===== src/rtl/top_decryption_pkg.sv =====
// Shared cipher definitions for the 5-round, 64-bit word cipher: widths, rotation amount,
// rotate helpers and the input lane permutation used by the receive side.
package top_decryption_pkg;

    localparam int WORD_W     = 16;
    localparam int NUM_STAGES = 5;
    localparam int NUM_LANES  = 4;
    localparam int DATA_W     = NUM_LANES * WORD_W;
    localparam int CTRL_W     = 8;
    localparam int KEY_W      = NUM_STAGES * WORD_W;
    localparam int ROT_AMT    = 3;

    // Which 16-bit lane of the incoming ciphertext feeds each decrypt sub-word
    localparam int PERM_D0 = 1;
    localparam int PERM_D1 = 0;
    localparam int PERM_D2 = 3;
    localparam int PERM_D3 = 2;

    typedef logic [WORD_W-1:0] word_t;
    typedef logic [DATA_W-1:0] data_t;

    function automatic word_t rotl16(input word_t x);
        return (x << ROT_AMT) | (x >> (WORD_W - ROT_AMT));
    endfunction

    function automatic word_t rotr16(input word_t x);
        return (x >> ROT_AMT) | (x << (WORD_W - ROT_AMT));
    endfunction

    function automatic data_t unpermute(input data_t c);
        return {c[PERM_D3*WORD_W +: WORD_W], c[PERM_D2*WORD_W +: WORD_W],
                c[PERM_D1*WORD_W +: WORD_W], c[PERM_D0*WORD_W +: WORD_W]};
    endfunction

endpackage


===== src/rtl/top_decryption_stage.sv =====
// One decrypt round with its data/ctrl/valid registers; all registers advance only on adv.
// DECRYPT_CTRL_BYPASS_EN: words with non-zero ctrl pass through this round untouched.
module single_stage_decryption
    import top_decryption_pkg::*;
(
    input  logic              clk,
    input  logic              reset,
    input  logic              adv,
    input  logic              in_valid,
    input  logic [DATA_W-1:0] in_data,
    input  logic [CTRL_W-1:0] in_ctrl,
    input  logic [WORD_W-1:0] round_key,
    output logic              out_valid,
    output logic [DATA_W-1:0] out_data,
    output logic [CTRL_W-1:0] out_ctrl
);

    logic [DATA_W-1:0] round_data;
    logic [DATA_W-1:0] data_d, data_q;
    logic [CTRL_W-1:0] ctrl_d, ctrl_q;
    logic              valid_d, valid_q;

    // Inverse of the encrypt round: rotate right first, then remove the key
    always_comb begin
        round_data = '0;
        for (int i = 0; i < NUM_LANES; i++) begin
            round_data[i*WORD_W +: WORD_W] = rotr16(in_data[i*WORD_W +: WORD_W]) ^ round_key;
        end
    end

    always_comb begin
        data_d  = data_q;
        ctrl_d  = ctrl_q;
        valid_d = valid_q;
        if (adv) begin
            valid_d = in_valid;
            ctrl_d  = in_ctrl;
            data_d  = round_data;
`ifdef DECRYPT_CTRL_BYPASS_EN
            if (in_ctrl != '0) begin
                data_d = in_data;
            end
`endif
        end
    end

    always_ff @(posedge clk) begin
        if (reset) begin
            data_q  <= '0;
            ctrl_q  <= '0;
            valid_q <= 1'b0;
        end else begin
            data_q  <= data_d;
            ctrl_q  <= ctrl_d;
            valid_q <= valid_d;
        end
    end

    assign out_valid = valid_q;
    assign out_data  = data_q;
    assign out_ctrl  = ctrl_q;

endmodule


===== src/rtl/top_decryption.sv =====
// Receive-side 5-stage decrypt pipeline with rdy/wr handshake; out_rdy backpressure stalls every stage.
// DECRYPT_CTRL_BYPASS_EN: header words (in_ctrl != 0) travel through unpermuted and undecrypted.
module top_decryption
    import top_decryption_pkg::*;
(
    input  logic              clk,
    input  logic              reset,
    input  logic [DATA_W-1:0] in_data,
    input  logic [CTRL_W-1:0] in_ctrl,
    input  logic              in_wr,
    output logic              in_rdy,
    input  logic [KEY_W-1:0]  key,
    output logic [DATA_W-1:0] out_data,
    output logic [CTRL_W-1:0] out_ctrl,
    output logic              out_wr,
    input  logic              out_rdy,
    output logic              idle
);

    logic                  adv;
    logic [DATA_W-1:0]     head_data;
    logic [NUM_STAGES-1:0] stage_valid;
    logic [DATA_W-1:0]     stage_data [NUM_STAGES];
    logic [CTRL_W-1:0]     stage_ctrl [NUM_STAGES];

    assign adv    = !stage_valid[NUM_STAGES-1] | out_rdy;
    assign in_rdy = adv;

    always_comb begin
        head_data = unpermute(in_data);
`ifdef DECRYPT_CTRL_BYPASS_EN
        if (in_ctrl != '0) begin
            head_data = in_data;
        end
`endif
    end

    // Decrypt stage s undoes encrypt round NUM_STAGES-1-s, so keys are taken low slice first
    for (genvar s = 0; s < NUM_STAGES; s++) begin : g_stage
        logic              sin_valid;
        logic [DATA_W-1:0] sin_data;
        logic [CTRL_W-1:0] sin_ctrl;

        if (s == 0) begin : g_head
            assign sin_valid = in_wr;
            assign sin_data  = head_data;
            assign sin_ctrl  = in_ctrl;
        end else begin : g_link
            assign sin_valid = stage_valid[s-1];
            assign sin_data  = stage_data[s-1];
            assign sin_ctrl  = stage_ctrl[s-1];
        end

        single_stage_decryption u_stage (
            .clk       (clk),
            .reset     (reset),
            .adv       (adv),
            .in_valid  (sin_valid),
            .in_data   (sin_data),
            .in_ctrl   (sin_ctrl),
            .round_key (key[s*WORD_W +: WORD_W]),
            .out_valid (stage_valid[s]),
            .out_data  (stage_data[s]),
            .out_ctrl  (stage_ctrl[s])
        );
    end

    assign out_wr   = stage_valid[NUM_STAGES-1];
    assign out_data = stage_data[NUM_STAGES-1];
    assign out_ctrl = stage_ctrl[NUM_STAGES-1];
    assign idle     = ~|stage_valid;

endmodule


===== config.mk =====
export PLATFORM = sky130hd
export DESIGN_NAME = top_decryption
export DESIGN_NICKNAME = d
export VERILOG_FILES = /design/src/rtl/top_decryption_pkg.sv /design/src/rtl/top_decryption_stage.sv /design/src/rtl/top_decryption.sv
export SDC_FILE = /design/constraint.sdc
export NUM_CORES = 1
export LEC_CHECK = 0
export CORE_MARGIN = 4
export CORE_UTILIZATION = 30
export CTS_BUF_LIST = sky130_fd_sc_hd__clkbuf_4
export DETAILED_ROUTE_END_ITERATION = 10
export GPL_ROUTABILITY_DRIVEN = 0
export GPL_TIMING_DRIVEN = 0
export PLACE_DENSITY = 0.62
export SLEW_MARGIN = 20
export SYNTH_ARGS = -nofsm -noshare
export SYNTH_HDL_FRONTEND = slang
export SYNTH_HIERARCHICAL = 1
export SYNTH_SLANG_ARGS = --single-unit

===== constraint.sdc =====
create_clock -name clk -period 1.15 [get_ports clk]
set_input_delay 0.1725 -clock clk [delete_from_list [all_inputs] [get_ports clk]]
set_output_delay 0.1725 -clock clk [all_outputs]
set_load 0.01 [all_outputs]

==> flow_summary.ini <==
[drt]
drtPass1Iterations = 5
wl_per_cell_um = 23.0
drtIter0Drc = 774
ant_nets = 0
vias_per_cell = 4.91
drcViolationCount = 0
via_count = 14221
routed_wl_um = 66700

[synth]
netlist_instances = 1613
synth-xor-area-share_pct = 17.1
synth.distinct_cells = 13
synthAdderAreaFrac_pct = 0
synth.area.mux_share_pct = 2.75
avgSynthCellArea_um2 = 10.2
syn_area_um2 = 16400
synth_compound_area_share_pct = 20.2
ys_seq_area_share_pct = 44.6
synth-warning-count = 6
synth_top_family_by_area = compound AO/OA/AOI/OAI gates
synthesis.nets = 1769
yosys.area_share.simple_pct = 8.47
ys_ff_latch = 365

[placed_design]
dp_hpwl_um = 40300
dpl_worst_slack_ns = -0.674
io_buffers = 149

[global_routing]
grt_pass1_vias = 14091
antenna_found_initial = 6
overflow = 0
grt_pass1_wl_um = 86200
grt_usage_pct = 19.1
grt_start_max_net_pins = 15

[min_path]
hold_class = input port to flop
worstHoldPathCells = 3
min_to = g_stage[0].u_stage/out_data[33]
hold_start = in_data[52]

[setup_path]
cp_num_buf_inv = 1
cp-start-kind = flop
crit_fanout = 3
slowest_delay_ns = 0.53
r2r_cells = 10
critical-path-top-delay-family = simple AND/OR/NAND/NOR gates
path_cells = or4_4 -> nor2_1 -> buf_2
worstPathRequired_ns = 0.98
crit_slowest_cell = or4_4
crit_path_end_kind = output pin
critPathKind = flop to output pin
r2r_end = g_stage[1].u_stage/out_data[19]
r2r_start = g_stage[4].u_stage/out_valid
worstPathArrival_ns = 1.90
ff2ff_setup_slack_ns = -0.50

[run_status]
failed_checks = negative setup slack
status = finished with violations

[cells_and_area]
synthToLayoutAreaGrowth_pct = 67.1
fin_nets = 2288
drive_above_1_share_pct = 56.2
fillers = 4453

[clock_tree]
root_buffer = clkbuf_4
cts_buffers = 96
clkSinkCount = 365
cts_tree = done
clk_pin_slew_ns = 0.07
insertion_delay_ns = 0.84
htreeDepth = 3
clockBufferDepth = 3

[die]
rows = 85
start_util_pct = 30.4
ios = 231
die_y_um = 242
die_x_um = 242
die_area_um2 = 58400
coreArea_um2 = 53900

[sta]
relSlewSlack_pct = 40.7
rsz0062_at_grt = true
timing.final.ws_setup_ns = -0.921
fin_worst_skew_ns = 0.0467
hold_slack_ns = 0.0652
tightest_slew_ns = 0.889
maxSlewViolCount = 0
setup-violations-final = 440
hold_viol = 0
fmaxAchievable_mhz = 483
period_needed_ns = 2.07
finalCritPeriodShare_pct = 180

[power_and_ir_drop]
pwr_density_cell_nw_per_um2 = 1200
clockPowerShare_pct = 34.9
seqPwrFrac_pct = 46.5
leakagePower_nw = 10.5
peakVddDrop_mv = 0.624
switchingPower_mw = 9.82
internal-power_mw = 23.0
swShare_pct = 30.0
p_comb_share_pct = 18.6

[flow_run]
maxCapViolations = 0
## cell families (layout without fill, tap and decap cells)
group                     Yosys count  after routing
other                               0              5
DFF                               365            365
and+or+nand+nor                   368            368
buffers and inverters             195            776
AOI/OAI and AO/OA                 320            320
muxes                              45             45
xor gates and xnor gates          320            320
## worst register-to-register path, cell delays in order (launching register included)
cell      delay [ns]
dfxtp_4         0.38
nand2b_4        0.09
buf_6           0.14
buf_12          0.14
buf_12          0.13
buf_8           0.12
buf_12          0.14
buf_12          0.13
buf_16          0.14
nor2_4          0.09
a211oi_2        0.04
## worst max-delay path by stage
stage / end / cells after the start / from / slack [ns]
5_1_grt: idle / 3 / g_stage[3].u_stage/out_valid / -1.01
6_report: idle / 3 / g_stage[0].u_stage/out_valid / -0.92
3_5_place_dp: g_stage[3].u_stage/out_ctrl[2] / 6 / out_rdy / -0.67
4_1_cts: idle / 3 / g_stage[0].u_stage/out_valid / -0.99
2_1_floorplan: idle / 2 / g_stage[0].u_stage/out_valid / 0.006
3_3_place_gp: g_stage[1].u_stage/out_data[53] / 5 / out_rdy / -0.63
## power by group through the flow
stage	logic, mW	clock network (mW)	registers, mW
floorplan	2.94	0	14.8
global placement	4.55	0	15.0
detailed placement	4.61	0	15.0
CTS	5.34	11.5	14.9
global route	6.38	12.4	15.3
finish	6.08	11.5	15.2
## placed cells by master (no fill, tap or decap), drive strengths merged, types with 4 or more instances in the layout
| cell | n |
|---|---|
| dlygate4sd3 | 90 |
| dfxtp | 365 |
| buf | 414 |
| clkdlybuf4s50 | 74 |
| a211oi | 320 |
| diode | 5 |
| xnor2 | 320 |
| clkbuf | 180 |
| clkinv | 13 |
| clkinvlp | 4 |
| mux2i | 45 |
| nor2 | 366 |
## sequential cells by signal (all words and copies together) (netlist names)
register,flops
g_stage.u_stage/out_ctrl,40
g_stage.u_stage/out_data,320
g_stage.u_stage/out_valid,5
## synth_stat cells, drive strengths merged
library cell | count | area (um^2)
a211oi | 320 | 3300
buf | 190 | 1110
clkbuf | 5 | 25.0
dfxtp | 365 | 7310
mux2i | 45 | 450
nand2b | 1 | 6.26
nor2 | 366 | 1370
or4 | 1 | 7.51
xnor2 | 320 | 2800
## through the flow
stage / total power, mW / setup TNS (ns) / std cells / util [%] / instance area [um^2]
6_report: 32.8 / -156.14 / 2895 / 50.8 / 27400
3_3_place_gp: 19.5 / -213.36 / 2458 / 34.8 / 18800
2_1_floorplan: 17.8 / 0 / 1613 / - / 16400
3_5_place_dp: 19.6 / -221.89 / 2458 / 34.8 / 18800
4_1_cts: 31.7 / -181.75 / 2814 / 45.1 / 24300
5_1_grt: 34.1 / -169.53 / 2894 / 50.8 / 27400
## layout make-up
type / instances / area [um^2] / area share (%)
tap: 696 / 871 / 3.18
clock inverter: 18 / 115 / 0.420
sequential: 365 / 7440 / 27.2
buffer: 185 / 1840 / 6.73
antenna: 5 / 12.5 / 0.0457
multi-input combinational: 1053 / 10300 / 37.7
timing repair buffer: 431 / 5710 / 20.8
clock buffer: 142 / 1070 / 3.89
## routing by layer
layer	global-route usage (%)	vias to the layer above	part of all wire (%)
li1	-	6546	-
met3	3.79	155	5.2
met5	0	-	0.035
met4	6.78	4	4.1
met1	23.2	6943	40
met2	33.6	573	51
## what timing repair did
action                                  in CTS  in global routing
endpoints found under the setup margin     440                440
buffers inserted                            61                 74
gates cloned                                45                 33
pin swaps                                  101                208
hold buffers                                90                  0
endpoints found under the hold margin      359                  0
resized for setup                          874                581
No activity file was read; power rests on OpenSTA's default activity.
